$ cat config.mk
export PLATFORM = sky130hd
export DESIGN_NAME = wb_initiator
export DESIGN_NICKNAME = d
export VERILOG_FILES = /design/src/rtl/wb_initiator.sv
export SDC_FILE = /design/constraint.sdc
export NUM_CORES = 1
export LEC_CHECK = 0
export CORE_AREA = 4 4 112 114
export CTS_BUF_LIST = sky130_fd_sc_hd__clkbuf_8 sky130_fd_sc_hd__clkbuf_16
export CTS_CLUSTER_DIAMETER = 100
export DETAILED_ROUTE_END_ITERATION = 10
export DIE_AREA = 0 0 116 118
export PLACE_DENSITY = 0.86
export RECOVER_POWER = 100
export SYNTH_ARGS = -nofsm -noshare
export SYNTH_HDL_FRONTEND = slang
export SYNTH_SLANG_ARGS = --single-unit
$ cat constraint.sdc
create_clock -name clk_wb -period 4.21 [get_ports clk_wb]
set_input_delay 1.263 -clock clk_wb [delete_from_list [all_inputs] [get_ports clk_wb]]
set_output_delay 1.263 -clock clk_wb [all_outputs]
set_load 0.01 [all_outputs]
$ cat src/rtl/wb_initiator.sv
// wb_initiator: single-outstanding Wishbone initiator.
// A command (read or write) is accepted on cmd_valid && cmd_ready, driven onto
// the Wishbone bus until wb_ack or a wait-cycle timeout, and its result is then
// held on the rsp_* port until rsp_ready.
//
// Ports:
//   clk_wb, rst_wb_a            - clock (rising edge), async active-high reset
//   cmd_valid/cmd_ready         - command handshake
//   cmd_addr/wdata/wstb/we      - command fields (we=1 write, we=0 read)
//   rsp_valid/rsp_ready         - response handshake
//   rsp_rdata/rsp_err           - read data (0 for writes), timeout error flag
//   wb_addr/wdata/wstb/we/re    - registered Wishbone request fields
//   wb_cyc/wb_stb               - registered Wishbone cycle qualifiers
//   wb_rdata/wb_ack             - Wishbone slave return path
//   busy                        - high whenever the FSM is not idle
//
// Parameter TIMEOUT: max wait cycles for wb_ack, 0 disables the timeout.
module wb_initiator #(
  parameter logic [15:0] TIMEOUT = 16'd255
) (
  input  logic        clk_wb,
  input  logic        rst_wb_a,
  input  logic        cmd_valid,
  output logic        cmd_ready,
  input  logic [16:0] cmd_addr,
  input  logic [31:0] cmd_wdata,
  input  logic [3:0]  cmd_wstb,
  input  logic        cmd_we,
  output logic        rsp_valid,
  input  logic        rsp_ready,
  output logic [31:0] rsp_rdata,
  output logic        rsp_err,
  output logic [16:0] wb_addr,
  output logic [31:0] wb_wdata,
  output logic [3:0]  wb_wstb,
  output logic        wb_we,
  output logic        wb_re,
  output logic        wb_cyc,
  output logic        wb_stb,
  input  logic [31:0] wb_rdata,
  input  logic        wb_ack,
  output logic        busy
);

  typedef enum logic [1:0] {
    IDLE,
    BUS,
    RSP
  } state_t;

  state_t      state;
  logic [15:0] wait_cnt;

  assign cmd_ready = (state == IDLE);
  assign busy      = (state != IDLE);

  always_ff @(posedge clk_wb or posedge rst_wb_a) begin
    if (rst_wb_a) begin
      state     <= IDLE;
      wait_cnt  <= '0;
      wb_addr   <= '0;
      wb_wdata  <= '0;
      wb_wstb   <= '0;
      wb_we     <= 1'b0;
      wb_re     <= 1'b0;
      wb_cyc    <= 1'b0;
      wb_stb    <= 1'b0;
      rsp_valid <= 1'b0;
      rsp_rdata <= '0;
      rsp_err   <= 1'b0;
    end else begin
      case (state)
        IDLE: begin
          if (cmd_valid) begin
            wb_addr  <= cmd_addr;
            wb_wdata <= cmd_wdata;
            wb_we    <= cmd_we;
            wb_re    <= ~cmd_we;
            wb_wstb  <= cmd_we ? cmd_wstb : 4'hF;
            wb_cyc   <= 1'b1;
            wb_stb   <= 1'b1;
            wait_cnt <= '0;
            state    <= BUS;
          end
        end

        BUS: begin
          // Ack is checked first so that an ack coinciding with the timeout
          // cycle completes normally.
          if (wb_ack) begin
            wb_cyc    <= 1'b0;
            wb_stb    <= 1'b0;
            wb_re     <= 1'b0;
            wb_we     <= 1'b0;
            rsp_rdata <= wb_re ? wb_rdata : '0;
            rsp_err   <= 1'b0;
            rsp_valid <= 1'b1;
            state     <= RSP;
          end else if ((TIMEOUT != 16'd0) && (wait_cnt == TIMEOUT)) begin
            wb_cyc    <= 1'b0;
            wb_stb    <= 1'b0;
            wb_re     <= 1'b0;
            wb_we     <= 1'b0;
            rsp_rdata <= '0;
            rsp_err   <= 1'b1;
            rsp_valid <= 1'b1;
            state     <= RSP;
          end else begin
            wait_cnt <= wait_cnt + 16'd1;
          end
        end

        RSP: begin
          if (rsp_ready) begin
            rsp_valid <= 1'b0;
            state     <= IDLE;
          end
        end

        default: state <= IDLE;
      endcase
    end
  end

endmodule

==> impl_metrics.yaml, run 1 <==
timing:
  period_minus_slack_ns: 3.46
  setup-tns-final_ns: 0
  finalSetupViolCount: 0
  fmax_ghz: 0.289
  rsz0062_at_grt: "no"
  period_share: 0.822
  skew_ns: 0.00705
  worst_pin_slew_ns: 2.28
  drv_slew: 88
  slew_headroom: -0.530
  hold_violations: 0
logic_synthesis:
  synthTopCellsByArea: "dfrtp_1 63%, nand2_1 14%, a22o_1 6.5%"
  synthDistinctLibCells: 40
  syn_area_per_cell_um2: 10.4
  ys_seq_area_frac: 0.625
  syn_nets: 508
  ys_ff_latch: 108
  ys_warn_count: 0
  netlist.area_leader.share: 0.625
  synth_largest_area_cell: "dfrtp_1"
  synth_edf_count: 0
  yosys_most_used_dff: "dfrtp_1"
  syn_area_um2: 4320
  synthArstFlopShare: 1.00
  synth_cells: 416
cells_and_area:
  final_area_um2: 6580
  syn2layout_area_growth_pct: 52.1
  final-instance-count-excl-fill: 738
  drive_gt1_frac: 0.0487
  nNetsFinal: 682
  post-route-util: 0.576
  n_antenna_cell: 0
  nFillCells: 983
floorplanning:
  core.rowCount: 39
  die_h_um: 118
  io_pins: 184
  die_area_um2: 13700
  initial_utilization: 0.379
  die_w_um: 116
  core-area_um2: 11400
setup_path:
  critPathCaptureType: "flip-flop"
  crit_fanout: 24
  path_cells: "dlygate4sd3_1, and2_0, clkbuf_1, nand2_1, nand2_1"
  path_common_cell: "nand2_1"
  cpPeakStageDelay_ns: 1.07
  slowest_stage: "and2_0"
  start_kind: "primary input"
  path_class: "in -> reg"
  reg2reg_slack_ns: 1.43
  arrival_ns: 3.74
  crit_required_ns: 4.49
power_and_ir_drop:
  powerDensity_nw_per_um2: 663
  ir_drop_uv: 386
  p_leak_nw: 3.12
  power.total_mw: 4.36
global_routing:
  grt_pass1_wl_mm: 20.3
  grt_use_total: 0.186
  grt-ovfl-total: 0
  grt_max_degree: 60
  antenna_found_initial: 0
  grt_pass1_vias: 3957
routing:
  vias: 3699
  drc: 0
  via_per_inst: 5.01
  drt-initial-drc-count: 147
  wire_per_inst_um: 16.7
  wl_mm: 12.3
  drt_pass1_iterations: 5
  final_antenna_net_count: 0
clock_tree:
  clockRootBuffer: "clkbuf_16"
  cts_resized: 0
  clkTransAtPathRegs_ns: 0.07
  post-cts-setup-buffer-count: 0
  cts_tree: "done"
  htree_levels: 3
  insertion_delay_ns: 0.35
  clock_path_buffers: 2
  cts_buffers: 9
  cts_sinks: 108
  cts-hold-fix-buffers: 0
place:
  port_buffers: 183
  gp_congestion: 0.782
  place_area_um2: 6270
  dp_hpwl_mm: 9.03
  dpl.cell_count: 722
min_path:
  hold_class: "reg -> reg"
outcome:
  status: "finished with violations"
  violations: "max-capacitance violations, max-slew violations"
flow_run:
  cap_violations: 2
[kinds of logic after synthesis]
kind of cell | share of synthesized area
xor+xnor | 0.00203
simple gates | 0.201
flops | 0.625
compound gates | 0.120
mux | 0.0116
fa+ha+maj | 0.00289
buf+inv | 0.0382
[flip-flops by register name (all words and copies together), names as in the netlist]
name       count
state          2
wb_re          1
rsp_err        1
wb_addr       17
wb_wstb        4
rsp_valid      1
rsp_rdata     32
wait_cnt      16
wb_wdata      32
wb_we          1
wb_stb         1
[cell usage in the layout, fill, tap and decap left out, types with 2 or more instances in the layout]
| cell | instances |
|---|---|
| a21oi_1 | 4 |
| nand2b_1 | 3 |
| o211ai_1 | 4 |
| nand4_1 | 3 |
| inv_1 | 10 |
| o311ai_0 | 5 |
| dlygate4sd3_1 | 96 |
| clkdlybuf4s50_1 | 87 |
| bufinv_16 | 2 |
| nor3_1 | 2 |
| nand3_1 | 6 |
| nand2_1 | 156 |
| nor2_1 | 8 |
| clkbuf_16 | 9 |
| dfrtp_1 | 108 |
| or4_1 | 5 |
| mux2i_1 | 5 |
| and3_1 | 2 |
| or2_2 | 3 |
| nor4_1 | 2 |
| or3_1 | 2 |
| o31ai_1 | 6 |
| buf_4 | 3 |
| a31oi_1 | 4 |
| o21ai_0 | 3 |
| a31o_1 | 2 |
| clkinv_2 | 2 |
| a22o_1 | 32 |
[metrics by stage]
stage | worst slack (ns) | hold WS (ns)
after floorplan | 0.101 | 0.448
after global placement | 0.733 | 0.457
after detailed placement | 0.735 | 0.462
after CTS | 1.11 | 0.479
after global routing | 0.536 | 0.499
final | 0.750 | 0.470
[worst paths after layout]
check,from,endpoint,cells past startpoint
worst max-delay path,cmd_valid,wb_wdata[0],5
worst min-delay path,wb_wdata[31],wb_wdata[31],2
worst max register to register,wait_cnt[0],rsp_rdata[10],5
worst min register to register,wb_wdata[31],wb_wdata[31],2
max in group asynchronous,rst_wb_a,rsp_rdata[30],3
min in group asynchronous,rst_wb_a,wb_wdata[15],2
[per-layer routing]
metal  vias to the layer above  share of wire  global-route usage
li1                       1755              -                   -
met1                      1818           0.39               0.218
met2                       108           0.53               0.321
met3                        18          0.059              0.0519
met4                         0          0.021              0.0689
met5                         -              0                   0
[cell usage after synthesis, types with 2 or more instances]
cell type / instances
a31o_1: 2
mux2i_1: 5
or4_1: 5
o211ai_1: 4
nor4_1: 2
dfrtp_1: 108
nor3_1: 2
or2_2: 3
nand4_1: 3
buf_4: 2
a22o_1: 32
nor2_1: 8
nand2b_1: 3
buf_6: 3
a21oi_1: 4
a31oi_1: 4
o21ai_0: 2
nand2_1: 157
nand3_1: 6
or3_1: 2
and3_1: 2
inv_1: 11
o31ai_1: 6
o311ai_0: 5
clkbuf_1: 20
[critical path: cells and delay by family]
family | cells | cell delay [ns]
AND/OR/NAND/NOR | 3 | 1.30
buffers and inverters | 2 | 1.16
[area by class of cell]
class,count,area [µm²],area share
sequential,108,2700,0.411
timing repair buffer,188,1880,0.285
inverter,11,42.5,0.00647
clock inverter,6,86.3,0.0131
clock buffer,10,239,0.0363
tap,143,179,0.0272
multi-input combinational,272,1450,0.221
[where the power goes]
part / switching, mW / internal (mW) / total [mW]
logic: 0.864 / 0.882 / 1.75
clock network: 0.377 / 0.538 / 0.914
registers: 0.243 / 1.46 / 1.70
total: 1.48 / 2.88 / 4.36
Note: power is estimated with default switching activity, not from simulation.
==> inputs of run 2 (changes only) <==
- CORE_AREA: 4 4 112 114 -> 4 4 109 111
- DIE_AREA: 0 0 116 118 -> 0 0 113 115
- PLACE_DENSITY: 0.86 -> 0.87
- clock period: 4.21 -> 3.2 ns (I/O delays scaled with it)
==> impl_metrics.yaml, run 2 (synthesis gave the netlist of run 1 again) <==
setup_path:
  cpPeakStageDelay_ns: 0.95
  slowest_stage: "nand2_1"
  critPathCaptureType: "flip-flop"
  path_cells: "dlygate4sd3_1, nand2_1, clkbuf_1, nand2_1, nand2_1"
  path_class: "in -> reg"
  arrival_ns: 3.14
  path_common_cell: "nand2_1"
  start_kind: "primary input"
  reg2reg_slack_ns: 0.53
  crit_fanout: 36
  crit_required_ns: 3.52
timing:
  skew_ns: 0.0104
  worst_pin_slew_ns: 1.31
  fmax_ghz: 0.355
  period_minus_slack_ns: 2.82
  setup-tns-final_ns: 0
  slew_headroom: 0.128
  hold_violations: 0
  fin_hold_ws_ns: 0.479
  finalSetupViolCount: 0
  rsz0062_at_grt: "no"
  period_share: 0.882
  drv_slew: 0
routing:
  drt-initial-drc-count: 164
  drt_pass1_iterations: 4
  wire_per_inst_um: 16.2
  drc: 0
  via_per_inst: 4.99
  wl_mm: 12.0
  final_antenna_net_count: 0
  vias: 3692
clock_tree:
  cts_tree: "done"
  cts_sinks: 108
  htree_levels: 3
  clockRootBuffer: "clkbuf_8"
  cts_resized: 0
  clock_path_buffers: 2
  cts_buffers: 9
  post-cts-setup-buffer-count: 0
  insertion_delay_ns: 0.37
  cts-hold-fix-buffers: 0
  clkTransAtPathRegs_ns: 0.10
global_routing:
  grt_pass1_wl_mm: 19.0
  grt_use_total: 0.182
  antenna_found_initial: 0
  grt_pass1_vias: 3909
  grt_max_degree: 62
  grt-ovfl-total: 0
place:
  port_buffers: 183
  gp_congestion: 0.772
  dp_hpwl_mm: 8.72
cells_and_area:
  nNetsFinal: 687
  layout_common_cells: "157 x nand2_1, 108 x dfrtp_1, 96 x dlygate4sd3_1"
  syn2layout_area_growth_pct: 48.6
  drive_gt1_frac: 0.0483
  reg_top3: "rsp_rdata: 32 flops, wb_wdata: 32 flops, wb_addr: 17 flops"
  n_antenna_cell: 0
  final_common_cell: "nand2_1"
floorplanning:
  die_h_um: 115
  core.rowCount: 38
  die_w_um: 113
  io_pins: 184
  initial_utilization: 0.401
  die_area_um2: 13000
  core-area_um2: 10800
flow_run:
  cap_violations: 0
power_and_ir_drop:
  powerDensity_nw_per_um2: 822
  p_leak_nw: 3.08
  ir_drop_uv: 504
outcome:
  status: "complete, no violations"
min_path:
  hold_class: "reg -> reg"
run 2: layout make-up:
cell class,instances,area [µm²]
Clock buffer,10,138
Fill cell,892,4370
Sequential cell,108,2700
Multi-Input combinational cell,272,1440
Clock inverter,6,33.8
Tap cell,140,175
Inverter,11,42.5
Timing Repair Buffer,193,1890
run 2: routing by layer:
metal	global-route usage	part of all wire	wire, µm
met1	0.212	0.40	4760
met2	0.321	0.52	6220
met3	0.0526	0.067	801
met4	0.0673	0.018	216
met5	0	0	0
run 2: worst paths after layout:
path                           endpoint  cells after the start    startpoint
max                        wb_wdata[28]                      5     cmd_valid
min                          wb_addr[8]                      2    wb_addr[8]
max reg2reg                 wait_cnt[5]                      5  wait_cnt[12]
min reg2reg                  wb_addr[8]                      2    wb_addr[8]
max in group asynchronous  wait_cnt[15]                      3      rst_wb_a
min in group asynchronous  wb_wdata[28]                      2      rst_wb_a
run 2: power breakdown:
group          internal, mW  switching [mW]
Combinational          1.17            1.14
Clock                 0.298           0.450
Sequential             1.91           0.307
Total                  3.38            1.90
run 2: per-stage QoR:
| step | total power, mW | cell area (µm²) | std cells | util | setup slack [ns] |
|---|---|---|---|---|---|
| after floorplan | 3.32 | 4330 | 416 | - | 0.803 |
| after global routing | 5.64 | 6430 | 740 | 0.595 | 0.241 |
| after detailed placement | 4.83 | 6310 | 724 | 0.585 | 0.259 |
| final | 5.28 | 6430 | 740 | 0.595 | 0.379 |
| after global placement | 4.73 | 6310 | 724 | 0.585 | 0.260 |
| after CTS | 5.60 | 6490 | 740 | 0.601 | 0.525 |
run 2: worst max-delay path, delay by kind of cell:
| kind | cells | cell delay (ns) |
|---|---|---|
| buffers and inverters | 2 | 1.01 |
| AND/OR/NAND/NOR | 3 | 1.15 |
==> inputs of run 3 (changes only) <==
- CTS_CLUSTER_DIAMETER: 100 -> not set
==> results of run 3 <==
Same layout as run 2: the final DEF is identical, and so are final timing and power.
